==> src/rtl/scan_ctrl_pkg.sv <==
// Shared types and helpers for the multi-channel scan-chain controller.
package scan_ctrl_pkg;

  typedef enum logic [2:0] {
    IDLE,
    SETUP,
    PHI,
    HOLD,
    PHIB,
    LOAD,
    DONE
  } state_t;

  // Cycles from the accepting edge up to and including the done cycle.
  function automatic int unsigned xfer_cycles(input int unsigned nbits,
                                              input int unsigned div);
    return nbits * (2 * div + 2) + div + 1;
  endfunction

endpackage

==> src/rtl/scan_phase_gen.sv <==
// DIV-cycle phase counter; flags the last cycle of a phi, phi_bar or load phase.
module scan_phase_gen #(
  parameter int unsigned DIV = 2
) (
  input  logic clk,
  input  logic reset,
  input  logic run,
  output logic last
);

  localparam int unsigned DW = (DIV > 1) ? $clog2(DIV) : 1;

  logic [DW-1:0] cnt;

  assign last = (cnt == DW'(DIV - 1));

  // Count while a timed phase is active; restart at the phase boundary or when idle.
  always_ff @(posedge clk or negedge reset) begin
    if (!reset)             cnt <= '0;
    else if (run && !last)  cnt <= cnt + DW'(1);
    else                    cnt <= '0;
  end

endmodule

==> src/rtl/scan_ctrl_mc.sv <==
// Multi-channel scan-chain controller: two-phase serial write with read-back compare.
module scan_ctrl_mc #(
  parameter  int unsigned NBITS = 64,
  parameter  int unsigned NCHAN = 2,
  parameter  int unsigned DIV   = 2,
  localparam int unsigned CW    = (NCHAN > 1) ? $clog2(NCHAN) : 1,
  localparam int unsigned NW    = $clog2(NBITS + 1)
) (
  input  logic             clk,
  input  logic             reset,
  input  logic             start,
  input  logic             abort,
  input  logic [CW-1:0]    chan_sel,
  input  logic [NBITS-1:0] data_in,
  input  logic             scan_data_out,
  output logic             busy,
  output logic             done,
  output logic [NCHAN-1:0] scan_id,
  output logic             scan_phi,
  output logic             scan_phi_bar,
  output logic             scan_data_in,
  output logic             scan_load_chip,
  output logic [NW-1:0]    nbits_cnt,
  output logic [NBITS-1:0] rd_data,
  output logic             match
);

  import scan_ctrl_pkg::*;

  state_t           state, state_nx;
  logic [NBITS-1:0] shadow;
  logic [NBITS-1:0] word;
  logic [CW-1:0]    chan;
  logic [CW-1:0]    sel_nx;
  logic [NBITS-1:0] mirror [NCHAN];
  logic             ph_last;
  logic             ph_run;
  logic             chan_ok;
  logic             accept;
  logic             bit_done;
  logic             load_fin;
  logic             more_bits;
  logic             active_nx;

  assign chan_ok   = ({1'b0, chan_sel} < (CW + 1)'(NCHAN));
  assign accept    = (state == IDLE) && start && !abort && chan_ok;
  assign bit_done  = (state == PHIB) && ph_last && !abort;
  assign load_fin  = (state == LOAD) && ph_last && !abort;
  assign more_bits = (nbits_cnt < NW'(NBITS - 1));
  assign ph_run    = ((state == PHI) || (state == PHIB) || (state == LOAD)) && !abort;
  assign active_nx = (state_nx == SETUP) || (state_nx == PHI) || (state_nx == HOLD) ||
                     (state_nx == PHIB)  || (state_nx == LOAD);
  assign sel_nx    = accept ? chan_sel : chan;

  scan_phase_gen #(.DIV(DIV)) u_phase (
    .clk   (clk),
    .reset (reset),
    .run   (ph_run),
    .last  (ph_last)
  );

  // State register.
  always_ff @(posedge clk or negedge reset) begin
    if (!reset) state <= IDLE;
    else        state <= state_nx;
  end

  // Next-state logic; abort overrides every transition.
  always_comb begin
    state_nx = state;
    unique case (state)
      IDLE:    if (accept) state_nx = SETUP;
      SETUP:   state_nx = PHI;
      PHI:     if (ph_last) state_nx = HOLD;
      HOLD:    state_nx = PHIB;
      PHIB:    if (ph_last) state_nx = more_bits ? SETUP : LOAD;
      LOAD:    if (ph_last) state_nx = DONE;
      DONE:    state_nx = IDLE;
      default: state_nx = IDLE;
    endcase
    if (abort) state_nx = IDLE;
  end

  // Outputs are registered from the next state so each pin is valid for the whole state.
  always_ff @(posedge clk or negedge reset) begin
    if (!reset) begin
      busy           <= 1'b0;
      done           <= 1'b0;
      scan_id        <= '0;
      scan_phi       <= 1'b0;
      scan_phi_bar   <= 1'b0;
      scan_data_in   <= 1'b0;
      scan_load_chip <= 1'b0;
      nbits_cnt      <= '0;
      rd_data        <= '0;
      match          <= 1'b0;
      shadow         <= '0;
      word           <= '0;
      chan           <= '0;
      for (int unsigned i = 0; i < NCHAN; i++) mirror[i] <= '0;
    end else begin
      busy           <= active_nx;
      done           <= (state_nx == DONE);
      scan_phi       <= (state_nx == PHI);
      scan_phi_bar   <= (state_nx == PHIB);
      scan_load_chip <= (state_nx == LOAD);
      scan_id        <= active_nx ? (NCHAN'(1) << sel_nx) : '0;
      if (accept) begin
        shadow       <= data_in;
        word         <= data_in;
        chan         <= chan_sel;
        nbits_cnt    <= '0;
        rd_data      <= '0;
        match        <= 1'b0;
        scan_data_in <= data_in[NBITS-1];
      end
      if (bit_done) begin
        rd_data   <= {rd_data[NBITS-2:0], scan_data_out};
        shadow    <= {shadow[NBITS-2:0], 1'b0};
        nbits_cnt <= nbits_cnt + NW'(1);
        // Next bit is presented only when another SETUP follows.
        if (more_bits) scan_data_in <= shadow[NBITS-2];
      end
      if (load_fin) begin
        match        <= (rd_data == mirror[chan]);
        mirror[chan] <= word;
      end
      if (abort && (state != IDLE)) scan_data_in <= 1'b0;
    end
  end

endmodule

==> config.mk <==
export PLATFORM = sky130hd
export DESIGN_NAME = scan_ctrl_mc
export DESIGN_NICKNAME = d
export VERILOG_FILES = /design/src/rtl/scan_ctrl_pkg.sv /design/src/rtl/scan_phase_gen.sv /design/src/rtl/scan_ctrl_mc.sv
export SDC_FILE = /design/constraint.sdc
export NUM_CORES = 1
export LEC_CHECK = 0
export BUFFER_PORTS_ARGS = -buffer_cell sky130_fd_sc_hd__clkbuf_2
export CELL_PAD_IN_SITES_DETAIL_PLACEMENT = 2
export CELL_PAD_IN_SITES_GLOBAL_PLACEMENT = 2
export CORE_MARGIN = 2
export CORE_UTILIZATION = 39
export DETAILED_ROUTE_END_ITERATION = 8
export PLACE_DENSITY = 0.84
export SLEW_MARGIN = 40
export SYNTH_ARGS = -nofsm -noshare
export SYNTH_HDL_FRONTEND = slang
export SYNTH_HIERARCHICAL = 1
export SYNTH_SLANG_ARGS = --single-unit
==> constraint.sdc <==
create_clock -name clk -period 2.1 [get_ports clk]
set_clock_uncertainty 0.05 [all_clocks]
set_input_delay 0.105 -clock clk [delete_from_list [all_inputs] [get_ports clk]]
set_output_delay 0.105 -clock clk [all_outputs]
set_load 0.03 [all_outputs]
* Word-level counts from Yosys, hierarchy flattened
Cells that the tools add are included.
** Word-level totals
- Register bits :: 340
- Input bits :: 70
- Logic and storage cells :: 86
- Output and inout port bits :: 80
** Operators by class
- $lt $le $gt $ge :: 3
- Mux-type cells :: 28
- Reduce and logical (&&, ||, !) cells :: 22
- Bitwise operators :: 1
- Eq/ne operators :: 12
- Shift operators :: 1
- Add/subtract/negate cells :: 2
** Operators by type and width (count)
- $mux 64 :: 6
- $bwmux 128 :: 1
- $mux 63 :: 2
- $demux 64 s1 :: 1
- $eq 64x64->1 :: 1
- $mux 3 :: 6
- $pmux 3 s6 :: 1
- $eq 3x3->1 const B :: 5
- $mux 7 :: 2
- $eq 3x2->1 const B :: 4
- $logic_and 1x1->1 :: 10
- $mux 1 :: 8
- $add 7x1->7 const B :: 1
- $lt 7x6->1 const B :: 1
- $eq 3x1->1 const B :: 2
- $logic_or 1x1->1 :: 6
- $reduce_bool 2->1 :: 2
- $logic_not 3->1 :: 1
- $reduce_bool 3->1 :: 1
- $ge 2x2->1 const B :: 1
- $logic_not 1->1 :: 2
- $lt 2x1->1 const B :: 1
- $mux 2 :: 1
- $not 1->2 :: 1
- other kinds (2) :: 2

* Depth between registers and ports, before layout
- Depth in word-level cells :: 12
- Gate-level depth with buffers :: 9
- Mapped depth without buffers :: 8

* Modules after synthesis
The synthesis kept the hierarchy.
** Modules (own cells, without submodules)
- scan_ctrl_mc :: times used 1, area an instance 14113.5 µm², cells each 1207, sequential area each 8483.1 µm²
- scan_phase_gen :: times used 1, area an instance 38.8 µm², cells each 2, sequential area each 25.0 µm²

* Worst setup path before layout
No wires, ideal clock.
- Kind :: reg2reg
- Start point :: reg u_phase.cnt (netlist: u_phase/last)
- End point :: reg mirror[100] (netlist bit)
- Cell stages (with the launch flop) :: 7
- Required time :: 1.925 ns
- Buffers on the path :: 1
- Setup slack :: 0.306 ns
- Period minus slack after synthesis :: 1.794 ns
- Library setup time :: 0.125 ns
- Arrival time :: 1.619 ns
- Cells stage by stage :: dfrtp_1 > nand2_1 > nor2_1 > nand2_1 > nor2_2 > buf_2 > mux2_2
** On the way
- Word-level cells in the longest chain between the ends :: 2
** Ends and longest elaborated chain
- start: declaration :: line scan_phase_gen.sv:13 : logic [DW-1:0] cnt;
- start signal: assignment :: line scan_phase_gen.sv:20 : else if (run && !last) cnt <= cnt + DW'(1);
- $logic_and 1x1->1 (2 in a row) :: line scan_ctrl_mc.sv:48 : assign load_fin = (state == LOAD) && ph_last && !abort;
- end signal: indexed assignment :: line scan_ctrl_mc.sv:126 : mirror[chan] <= word;
- end: declaration :: line scan_ctrl_mc.sv:35 : logic [NBITS-1:0] mirror [NCHAN];
No other way between the ends.
A chain may end at the register's enable or synchronous reset.

* Worst setup path in the final report
- Start point :: reg chan
- End point :: reg match
** On the way
- Word-level cells in the longest chain between the ends :: 6
** Ends and longest elaborated chain
- start: declaration :: line scan_ctrl_mc.sv:33 : logic [CW-1:0] chan;
- start signal: assignment :: line scan_ctrl_mc.sv:111 : chan <= chan_sel;
- $not 1->2 (implied by the code) :: line scan_ctrl_mc.sv:125 : match <= (rd_data == mirror[chan]);
- $mux 64 (implied by the code) (3 in a row) :: line scan_ctrl_mc.sv:125
- $eq 64x64->1 :: line scan_ctrl_mc.sv:125
- $mux 1 :: line scan_ctrl_mc.sv:124 : if (load_fin) begin
- end signal: assignment :: line scan_ctrl_mc.sv:125
- end: declaration :: line scan_ctrl_mc.sv:25 : output logic match
No other way between the ends. The select of a mux whose other input is x is not followed.

==> results.cfg <==
[status]
status = finished with violations
violations = setup timing

[sta]
worstMarginPinSlew_ns = 0.712
fin_hold_ws_ns = 0.0851
drv_slew = 0
max_freq_mhz = 409
final_hold_viol_count = 0
max_slew_margin_pct = 52.5
setup_tns_ns = -0.347
finalWorstSetupSlack_ns = -0.347
period_share_pct = 117
timing.final.crit_period_ns = 2.45
setup_viol = 1
rsz0062_at_grt = yes

[place]
place_area_mm2 = 0.0158
io_buffers = 149
place_ws_ns = -0.154
routabilityCongestion = 0.834
dpl.hpwl_um = 32600

[grt]
grt_antenna_before_repair = 0
grt_max_degree = 70
grt_pass1_wl_um = 84600
track_usage_pct = 29.9
overflow = 0
grt_pass1_vias = 12700

[routing]
drtIter0Drc = 716
first_pass_iters = 5
vias_per_cell = 5.80
drtAntennaViolNets = 0
routedWlPerCell_um = 32.0
wl_um = 62500
drcViolationCount = 0
vias = 11300

[synthesis]
synth_compound_area_share_pct = 5.03
synth-xor-area-share_pct = 4.15
synth_top_cell_by_area = dfrtp_1
ys_seq_area_share_pct = 60.1
synthMuxAreaShare_pct = 14.9
synth_top_cell_area_share_pct = 60.1
syn_inst = 1209
avgSynthCellArea_um2 = 11.7
synth-simple-area-share_pct = 13.2
synth.distinct_cells = 35
synth-seq-cells = 340
synth_top_family_by_area = multiplexers
ys.warnings.count = 6
syn_nets = 1280
netlist_area_mm2 = 0.0142
yosys-top-cells-area = dfrtp_1 (60%), mux2_2 (10%), nand2_1 (8.7%)
synthAdderAreaFrac_pct = 0.0884

[cells_and_area]
drive_gt1_share_pct = 31.2
multi_input_area_mm2 = 0.00575
fin_area_mm2 = 0.0184
fillers = 3427
nets = 1540
ff_latch_area_mm2 = 0.00851
diodes = 0
final_common_cell = dfrtp_1
syn2layout_area_growth_pct = 29.8
layout_common_cells = dfrtp_1 (339), nand2_1 (326), clkbuf_2 (148), mux2_2 (128), dlygate4sd3_1 (69)

[clocking]
root_buffer = clkbuf_16
cts_made_buffers = 38
htreeDepth = 2
cts_max_path_buffers = 3
tritoncts = yes
cts_sinks = 340
worstSkewPairLatency_ns = 0.54
cts.reportedPaths.clkPinSlew_ns = 0.07

[power_and_ir_drop]
pwr-share-seq_pct = 45.6
p_clk_share_pct = 40.0
p_total_mw = 17.5
peakVddDrop_mv = 0.457
switchingPower_mw = 5.24
p_sw_share_pct = 30.0
p_leak_nw = 9.33
comb_power_share_pct = 14.5
power.density_mw_per_mm2 = 950
intPower_mw = 12.2

[hold_path]
min_path_type = input pin to asynchronous set/reset pin

[floorplan]
initial_core_util_pct = 39.7
io_pins = 150
rows = 69
die_w_um = 194
die_h_um = 194
coreArea_mm2 = 0.0357
dieArea_mm2 = 0.0378

[worst_setup_path]
crit_type = flop to flop
cp_max_fo = 14
cp.required_ns = 2.50
start_kind = flop
critical_path_arrival_ns = 2.85
critPathCaptureType = flop
rrSetupSlack_ns = -0.35

[run]
drv_cap = 0
layout make-up:
| class | count | share of cell area, % |
|---|---|---|
| flip-flops and latches | 340 | 46.3 |
| multi-input cells | 799 | 31.3 |
| repair buffers | 287 | 12.5 |
| clock buffers | 57 | 6.13 |
| well taps | 461 | 3.14 |
| clock inverters | 7 | 0.490 |
| inverters | 3 | 0.0613 |
power by group through the flow:
stage	Sequential, mW	Clock, mW	Combinational, mW
after floorplan	7.67	0	1.08
after global placement	7.82	0	1.58
after detailed placement	7.93	0	1.74
after CTS	7.86	6.82	2.04
after global routing	7.98	7.28	2.69
final	7.96	6.97	2.52
state kept, by name, indices dropped and copies added (netlist names):
register and count:
scan_phi_bar 1, scan_load_chip 1, word 64, rd_data 64, state 3, chan 1
match 1, scan_id 2, scan_phi 1, u_phase/last 1, busy 1, done 1
scan_data_in 1, shadow 63, mirror 128, nbits_cnt 7
final timing paths:
kind                                  start        endpoint  cells after the start
worst min register to register   shadow[45]      shadow[45]                      2
worst max register to register         chan           match                      9
min in group clk                data_in[50]        word[50]                      4
worst min-delay path                  reset  scan_load_chip                      2
worst max-delay path                   chan           match                      9
max in group asynchronous             reset     rd_data[53]                      4
critical path, stage by stage, from the launching register on:
cell and delay, ns:
dfrtp_4 0.50, buf_12 0.16, buf_12 0.16, buf_4 0.16, mux2i_1 0.21, xnor2_1 0.14, nor4_2 0.35, buf_4 0.18
nand4_1 0.16, o31ai_4 0.28
cell usage after synthesis:
master      n
buf_4       3
and3_1      3
nor2b_4     1
nor4_1      8
inv_1       3
nor3_1      2
nand2b_1    2
a21oi_1     4
clkbuf_1   27
xor2_1     32
o31ai_1     3
o211a_1     1
mux2i_1    66
buf_6       5
buf_2      33
nor2b_1     2
a221oi_1    1
nand3b_1    1
mux2_2    128
a31oi_1     2
a22o_1     65
nor2_1     15
nor2_2      2
dfrtp_1   340
and2_1      3
xnor2_1    35
and3b_1     1
nand3_1    68
nor4_2      1
ha_1        1
o21ai_0     9
nand4_1    11
a31o_2      1
nand2_1   328
a22oi_1     2
routing by layer:
layer | up-vias | routed length (um) | global-route usage, %
met1 | 6031 | 24500 | 36.0
met2 | 493 | 31900 | 53.1
met5 | - | 0 | 0
met4 | 0 | 3050 | 13.0
met3 | 188 | 3050 | 4.53
li1 | 4628 | - | -
stage by stage:
stage | cells | util, %
after floorplan | 1209 | -
final | 1954 | 51.5
after global routing | 1954 | 51.5
after CTS | 1941 | 50.0
after global placement | 1802 | 44.2
after detailed placement | 1802 | 44.2
cell families (layout without fill, tap and decap cells):
logic type / after synthesis / after routing
buffers and inverters: 71 / 354
multiplexers: 194 / 194
XOR/XNOR: 67 / 67
AO/OA/AOI/OAI: 88 / 88
flip-flops: 340 / 340
AND/OR/NAND/NOR: 448 / 449
adder cells (fa/ha/maj): 1 / 1
timing repair:
item	4_1_cts	5_1_grt
gates cloned	1	3
endpoints found under the setup margin	1	149
pin swaps	1	17
gates resized for setup	15	69
buffers inserted	5	10
endpoints found under the hold margin	284	0
hold buffers	69	0
No activity file was read; power rests on OpenSTA's default activity.
